### config.mk
export PLATFORM = sky130hd
export DESIGN_NAME = paralelo_serial_tx
export DESIGN_NICKNAME = d
export VERILOG_FILES = /design/src/rtl/phy_pkg.sv /design/src/rtl/ps_hold_reg.sv /design/src/rtl/paralelo_serial_tx.sv
export SDC_FILE = /design/constraint.sdc
export NUM_CORES = 1
export LEC_CHECK = 0
export ABC_AREA = 1
export ABC_CLOCK_PERIOD_IN_PS = 1120
export BUFFER_PORTS_ARGS = -buffer_cell sky130_fd_sc_hd__buf_2
export CORE_UTILIZATION = 49
export CTS_CLUSTER_DIAMETER = 30
export DETAILED_ROUTE_END_ITERATION = 8
export PLACE_DENSITY = 0.73
export SKIP_LAST_GASP = 1
export SYNTH_ARGS = -nofsm -noshare
export SYNTH_HDL_FRONTEND = slang
export SYNTH_SLANG_ARGS = --single-unit
### constraint.sdc
create_clock -name clk_32f -period 1.12 [get_ports clk_32f]
set_input_delay 0.224 -clock clk_32f [delete_from_list [all_inputs] [get_ports clk_32f]]
set_output_delay 0.224 -clock clk_32f [all_outputs]
set_load 0.02 [all_outputs]
### src/rtl/phy_pkg.sv
// phy_pkg: link constants and tx slot FSM state shared by the serializer and deserializer.
package phy_pkg;
  localparam logic [7:0] COMMA_BYTE = 8'hBC;
  localparam int DEF_SYNC_COUNT = 4;
  typedef enum logic {SYNC, DATA} tx_state_t;
endpackage

### src/rtl/ps_hold_reg.sv
// ps_hold_reg: one-entry valid/ready holding register feeding the serializer slot loader.
module ps_hold_reg (
  input  logic       clk_32f,
  input  logic       reset,
  input  logic [7:0] data_in,
  input  logic       valid_in,
  input  logic       pass,
  input  logic       pop,
  output logic       ready_out,
  output logic [7:0] hold_data,
  output logic       hold_valid
);
  logic push;
  // pass lets a new byte in during the same cycle the held one is consumed
  assign ready_out = !hold_valid || pass;
  assign push = valid_in && ready_out;
  always_ff @(posedge clk_32f or negedge reset)
    if (!reset) begin
      hold_valid <= 1'b0;
      hold_data  <= '0;
    end else begin
      hold_valid <= push || (hold_valid && !pop);
      if (push) hold_data <= data_in;
    end
endmodule

### src/rtl/paralelo_serial_tx.sv
// paralelo_serial_tx: MSB-first byte serializer framed by COMMA sync burst and fill bytes.
// Define PS_TX_COUNT_EN to add the tx_count data-byte counter output.
module paralelo_serial_tx
  import phy_pkg::*;
#(
  parameter int         SYNC_COUNT = DEF_SYNC_COUNT,
  parameter logic [7:0] COMMA      = COMMA_BYTE
) (
  input  logic        clk_32f,
  input  logic        reset,
  input  logic [7:0]  data_in,
  input  logic        valid_in,
  output logic        ready_out,
  output logic        serial_out,
  output logic        active_out,
  output logic        idle_out,
`ifdef PS_TX_COUNT_EN
  output logic [15:0] tx_count,
`endif
  output logic        byte_start
);
  tx_state_t  state, state_d;
  logic [7:0] shreg, shreg_d, hold_data;
  logic [3:0] sync_cnt, sync_d;
  logic [2:0] bit_cnt;
  logic       slot_idle, idle_d, hold_valid, pop, pass, last;

  assign last       = bit_cnt == 3'd7;
  assign pass       = state == DATA && last;
  assign serial_out = shreg[7];
  assign active_out = state == DATA;
  assign idle_out   = slot_idle;
  assign byte_start = bit_cnt == 3'd0;

  ps_hold_reg u_hold (
    .clk_32f   (clk_32f),
    .reset     (reset),
    .data_in   (data_in),
    .valid_in  (valid_in),
    .pass      (pass),
    .pop       (pop),
    .ready_out (ready_out),
    .hold_data (hold_data),
    .hold_valid(hold_valid)
  );

  // The comma loaded at reset is the first of the burst, hence sync_cnt starts at 1
  always_comb begin
    state_d = state;
    sync_d  = sync_cnt;
    shreg_d = {shreg[6:0], 1'b0};
    idle_d  = slot_idle;
    pop     = 1'b0;
    if (last) begin
      if (state == SYNC && sync_cnt < 4'(SYNC_COUNT)) begin
        shreg_d = COMMA;
        sync_d  = sync_cnt + 4'd1;
        idle_d  = 1'b1;
      end else begin
        state_d = DATA;
        pop     = hold_valid;
        shreg_d = hold_valid ? hold_data : COMMA;
        idle_d  = !hold_valid;
      end
    end
  end

  always_ff @(posedge clk_32f or negedge reset)
    if (!reset) begin
      state     <= SYNC;
      shreg     <= COMMA;
      sync_cnt  <= 4'd1;
      bit_cnt   <= 3'd0;
      slot_idle <= 1'b1;
    end else begin
      state     <= state_d;
      shreg     <= shreg_d;
      sync_cnt  <= sync_d;
      bit_cnt   <= bit_cnt + 3'd1;
      slot_idle <= idle_d;
    end

`ifdef PS_TX_COUNT_EN
  always_ff @(posedge clk_32f or negedge reset)
    if (!reset) tx_count <= '0;
    else if (pop) tx_count <= tx_count + 16'd1;
`endif
endmodule
==> results of run 1 <==
## synth_stat cells, drive strengths merged
library cell,count,area (um2)
o21ai,1,5.00
buf,2,12.5
nand4,3,18.8
ha,4,50.1
nor2,9,41.3
nand2,53,224
dfstp,7,184
a21oi,1,5.00
clkbuf,1,3.75
dfrtp,19,475
inv,10,37.5
nand3,11,55.1
## stage by stage
step	total power, uW	instances	hold WS [ns]
2_1_floorplan	1240	121	-0.0716
3_3_place_gp	1320	165	0.236
3_5_place_dp	1330	165	0.241
4_1_cts	1990	175	0.132
5_1_grt	2080	174	0.131
6_report	1970	174	0.138
## worst register-to-register path, delay by kind of cell, from the launching register on
kind / cells / cell delay, ns
adders and majority gates: 2 / 0.34
buffers and inverters: 2 / 0.32
and+or+nand+nor: 4 / 0.26
DFF: 1 / 0.43
## cells by family (layout without fill, tap and decap cells)
family / after synthesis / count (layout) / share of synthesized area
simple gates: 76 / 77 / 0.305
flops: 26 / 26 / 0.593
buf+inv: 13 / 38 / 0.0484
fa+ha+maj: 4 / 4 / 0.0450
compound gates: 2 / 2 / 0.00899
## placed cells by master (no fill, tap or decap), drive strengths merged
cell and instances:
bufinv 1, dfstp 7, nand2 54, clkbuf 3
buf 23, nand4 3, a21oi 1, dlygate4sd3 1
ha 4, o21ai 1, nor2 9, inv 9
nand3 11, dfrtp 19, clkinvlp 1
## where the power goes
part	switching (uW)	total, uW	internal, uW	leakage (uW)
combinational	143	254	111	0.000441
sequential	45.0	1100	1050	0.000304
clock	257	619	362	0.0000279
## per-layer routing
metal	track usage	share of wire	vias to the layer above
li1	-	-	427
met5	0	0	-
met4	0.0857	0.0065	0
met2	0.349	0.51	25
met1	0.255	0.45	412
met3	0.0278	0.038	4
## sequential cells by signal (all words and copies together) (netlist names)
signal	cells
shreg	8
active_out	1
u_hold.hold_valid	1
idle_out	1
bit_cnt	3
u_hold.hold_data	8
sync_cnt	4
## cell type report
class	count	area, um2
clock inverters	1	30.0
fillers	149	569
repair buffers	24	191
flip-flops and latches	26	661
clock buffers	3	22.5
well taps	27	33.8
inverters	10	43.8
multi-input cells	83	490
## worst min path at each step
stage                     endpoint       start  depth (start not counted)  slack, ns
3_3_place_gp           sync_cnt[3]       reset                          1       0.24
6_report       u_hold.hold_data[4]  data_in[4]                          3       0.14
2_1_floorplan           active_out       reset                          0      -0.07
3_5_place_dp           sync_cnt[2]       reset                          1       0.24
4_1_cts        u_hold.hold_data[4]  data_in[4]                          3       0.13
5_1_grt        u_hold.hold_data[3]  data_in[3]                          3       0.13
## what timing repair did
action	in CTS	in global routing
cloned	1	0
hold buffers	1	0
pin swaps	15	3
endpoints found under the hold margin	19	0
setup buffers	4	1
endpoints found under the setup margin	27	27
resized for setup	22	14
==> impl_metrics.yaml, run 1 <==
run_status:
  run_status: "complete, but fails checks"
  violations: "setup timing"
setup_path:
  worst_setup_path_endpoint: "ready_out"
  critical_path.max_stage_delay_ns: 0.43
  worst_path_dominant_cell_family: "flip-flops"
  critPathMaxFanout: 2
  crit_chain: "ha_4 > ha_4 > nand2_4 > nand2_4 > buf_6"
  timing.critical_path.to_type: "primary output"
  r2r_slack_ns: -0.33
  crit_type: "flip-flop to primary output"
  critical_path_cell_count: 5
  critical_path.startpoint_type: "flip-flop"
  cp.arrival_ns: 1.33
  slowest_stage: "sky130_fd_sc_hd__dfrtp_1"
  critical_path_required_ns: 0.90
  cp-startpoint: "bit_cnt[0]"
  worst-r2r-cell-count: 8
  reg2reg_from: "bit_cnt[0]"
  regToRegEndpoint: "u_hold.hold_data[0]"
  path_buf_inv: 1
floorplan:
  start_util: 0.545
  dieHeight_um: 49.6
  placeableCoreArea_um2: 2040
  die_area_um2: 2460
  fp-row-count: 16
  chipWidth_um: 49.6
  pin_count: 16
cts:
  cts.root.buffer_cell: "sky130_fd_sc_hd__clkbuf_4"
  buffer_depth_of_the_longest_clock_path: 2
  cts_tree: "done"
  cts.htree.levels: 1
  cts_buffers: 3
  cts.sinks: 26
  clk_transition_reported_paths_ns: 0.13
  clk-insertion-delay-late_ns: 0.31
logic_synthesis:
  average_cell_area_after_synthesis_um2: 9.19
  netlist-cell-type-count: 16
  ys_warn_count: 0
  yosys_register_bits: 26
  cells_after_synthesis: 121
  seq_area_frac_synth: 0.593
  synth_cell_area_um2: 1110
  postSynthNetCount: 136
routing:
  routedWlPerCell_um: 12.4
  drtIter0Drc: 8
  post-route-drc-count: 0
  drt-vias-per-instance: 4.99
  routed-via-count: 868
  final_ant_viol_nets: 0
  routed_wl_um: 2160
  drt_first_pass_iters: 4
timing:
  finalHoldViolations: 0
  timing.final.setup_violations: 27
  slew_violations: 0
  skew_ns: 0.000556
  timing.final.crit_period_ns: 1.56
  layout_setup_ws_ns: -0.436
  timing.final.crit_share: 1.39
  worst_pin_slew_ns: 0.558
  rsz0062_at_grt: "true"
  timing.fmax_mhz: 643
  relative_max_transition_margin: 0.628
  final.setup.tns_ns: -5.22
flow_run:
  drv_cap: 0
global_route:
  grt_antenna_before_repair: 0
  grt_pass1_wl_um: 3680
  grt_remaining_overflow: 0
  grt.total_usage: 0.203
  via_count_of_the_first_global_routing_pass: 855
  maximum_number_of_pins_on_one_net_before_global_route_repair: 27
placed_design:
  gpl.final_weighted_congestion: 0.784
  dp_wirelength_um: 1340
  place_worst_setup_slack_ns: -0.187
  io_buffer_count: 15
  placed_cell_area_um2: 1270
power:
  peakVddDrop_mv: 0.923
  cellLeakagePower_uw: 0.000773
  power_density_over_the_cells_nw_per_um2: 1340
finish:
  finish.utilization: 0.721
  area.growth.synth_to_final_pct: 32.4
  drive_above_1_share: 0.381
  inserted_diodes: 0
  final_area_um2: 1470
  nets: 163
worst_hold_path:
  worstHoldPathType: "primary input to flip-flop"
No activity file was read; power rests on OpenSTA's default activity.
==> inputs of run 2 (changes only) <==
CORE_UTILIZATION = 50   (was 49)
CTS_BUF_LIST = sky130_fd_sc_hd__clkbuf_8   (was not set)
PLACE_DENSITY = 0.74   (was 0.73)
==> impl_metrics.yaml, run 2 (synthesized netlist as in run 1, its figures left out) <==
power:
  peakVddDrop_mv: 0.848
  power_density_over_the_cells_nw_per_um2: 1340
  p_total_uw: 2000
  cellLeakagePower_uw: 0.000783
finish:
  most_frequent_standard_cell_in_the_layout_excluding_fill_and_tap_cells: "sky130_fd_sc_hd__nand2_1"
  drive_above_1_share: 0.391
  final_area_um2: 1500
  area.growth.synth_to_final_pct: 34.4
  finish.utilization: 0.739
  inserted_diodes: 0
  mostFrequentLayoutCells: "45 x sky130_fd_sc_hd__nand2_1, 19 x sky130_fd_sc_hd__dfrtp_1, 11 x sky130_fd_sc_hd__buf_2"
  nets: 167
  registers_with_the_most_flip_flops: "shreg: 8 flops, u_hold.hold_data: 8 flops, sync_cnt: 4 flops"
cts:
  cts.sinks: 26
  cts_buffers: 3
  clk-insertion-delay-late_ns: 0.27
  cts_tree: "done"
  clk_transition_reported_paths_ns: 0.09
  cts.root.buffer_cell: "sky130_fd_sc_hd__clkbuf_8"
  cts.htree.levels: 1
  buffer_depth_of_the_longest_clock_path: 2
timing:
  relative_max_transition_margin: 0.637
  finalHoldViolations: 0
  timing.final.setup_violations: 26
  timing.final.crit_period_ns: 1.52
  timing.final.crit_share: 1.36
  worst_pin_slew_ns: 0.544
  skew_ns: 0.00468
  rsz0062_at_grt: "true"
  slew_violations: 0
  layout_setup_ws_ns: -0.404
  timing.fmax_mhz: 656
floorplan:
  dieHeight_um: 49.2
  start_util: 0.550
  die_area_um2: 2420
  chipWidth_um: 49.2
  placeableCoreArea_um2: 2020
  fp-row-count: 16
  pin_count: 16
global_route:
  grt.total_usage: 0.208
  grt_pass1_wl_um: 3700
  via_count_of_the_first_global_routing_pass: 876
  grt_antenna_before_repair: 0
  grt_remaining_overflow: 0
  maximum_number_of_pins_on_one_net_before_global_route_repair: 27
routing:
  drtIter0Drc: 17
  final_ant_viol_nets: 0
  drt_first_pass_iters: 4
  routed-via-count: 890
  post-route-drc-count: 0
  drt-vias-per-instance: 5.00
  routed_wl_um: 2170
  routedWlPerCell_um: 12.2
placed_design:
  placed_cell_area_um2: 1260
  place_worst_setup_slack_ns: -0.182
  io_buffer_count: 15
  dp_wirelength_um: 1350
  gpl.final_weighted_congestion: 0.765
worst_hold_path:
  worstHoldPathType: "primary input to flip-flop"
  worst_hold_start: "data_in[4]"
  worst_case_hold_path_end_point: "u_hold.hold_data[4]"
  worstHoldPathCells: 3
setup_path:
  critical_path_required_ns: 1.29
  regToRegEndpoint: "u_hold.hold_data[5]"
  critPathMaxFanout: 5
  critical_path.max_stage_delay_ns: 0.40
  slowest_stage: "sky130_fd_sc_hd__dfrtp_1"
  r2r_slack_ns: -0.40
  critical_path.startpoint_type: "flip-flop"
  timing.critical_path.to_type: "flip-flop"
  crit_chain: "ha_2 > ha_4 > nand2_4 > nand2_4 > buf_4 > buf_6 > buf_4 > nand3_1 > nand2_1"
  crit_type: "flip-flop to flip-flop"
  worst-r2r-cell-count: 9
  cp.arrival_ns: 1.70
  reg2reg_from: "bit_cnt[0]"
flow_run:
  drv_cap: 0
run_status:
  violations: "setup timing"
  run_status: "complete, but fails checks"
==> run 2: changes by cell type in the layout (fill, tap and decap cells not counted), sizes merged <==
cell	delta
inv	+1
bufinv	-1
clkinvlp	-1
buf	+4
clkbuf	+1
==> run 2: how the worst max path moves through the flow <==
stage,slack [ns],end,cells past startpoint,start
after global routing,-0.44,ready_out,5,bit_cnt[0]
after detailed placement,-0.18,ready_out,5,bit_cnt[0]
after CTS,-0.40,ready_out,5,bit_cnt[1]
final,-0.40,u_hold.hold_data[5],9,bit_cnt[0]
after floorplan,-0.07,u_hold.hold_valid,6,bit_cnt[0]
after global placement,-0.16,ready_out,5,bit_cnt[0]
==> run 2: where the power goes <==
| group | leakage [uW] | internal [uW] | switching, uW |
|---|---|---|---|
| Clock | 0.0000288 | 315 | 289 |
| Sequential | 0.000304 | 1050 | 50.2 |
| Combinational | 0.000450 | 137 | 156 |
| Total | 0.000783 | 1500 | 495 |
==> run 2: worst max-delay path, delay by kind of cell (launching register included) <==
kind                     cells  cell delay [ns]
buffers and inverters        3             0.41
flip-flops                   1             0.40
adder cells (fa/ha/maj)      2             0.37
AND/OR/NAND/NOR              4             0.25
==> run 2: final cells by class <==
class | count | area, um2
Fill cell | 139 | 527
Multi-Input combinational cell | 83 | 488
Timing Repair Buffer | 28 | 216
Inverter | 10 | 42.5
Clock buffer | 4 | 55.1
Sequential cell | 26 | 659
Tap cell | 27 | 33.8
==> run 2: stage by stage <==
stage | TNS, ns | hold slack, ns | instances
finish | -5.39 | 0.178 | 178
CTS | -4.31 | 0.179 | 175
detailed placement | -1.62 | 0.242 | 164
global route | -6.78 | 0.188 | 178
floorplan | -0.564 | -0.0716 | 121
global placement | -1.05 | 0.236 | 164
==> run 2: metal layers <==
layer / track usage / wire (um) / up-vias
li1: - / - / 442
met1: 0.260 / 956 / 416
met2: 0.331 / 1050 / 25
met3: 0.0498 / 80 / 7
met4: 0.113 / 76 / 0
met5: 0 / 0 / -
==> run 2: repair_timing <==
| action | 4_1_cts | 5_1_grt |
|---|---|---|
| endpoints found under the hold margin | 19 | 0 |
| gates resized for setup | 17 | 13 |
| cloned | 2 | 0 |
| endpoints found under the setup margin | 24 | 27 |
| pin swaps | 5 | 5 |
| hold buffers | 1 | 0 |
| setup buffers | 4 | 4 |
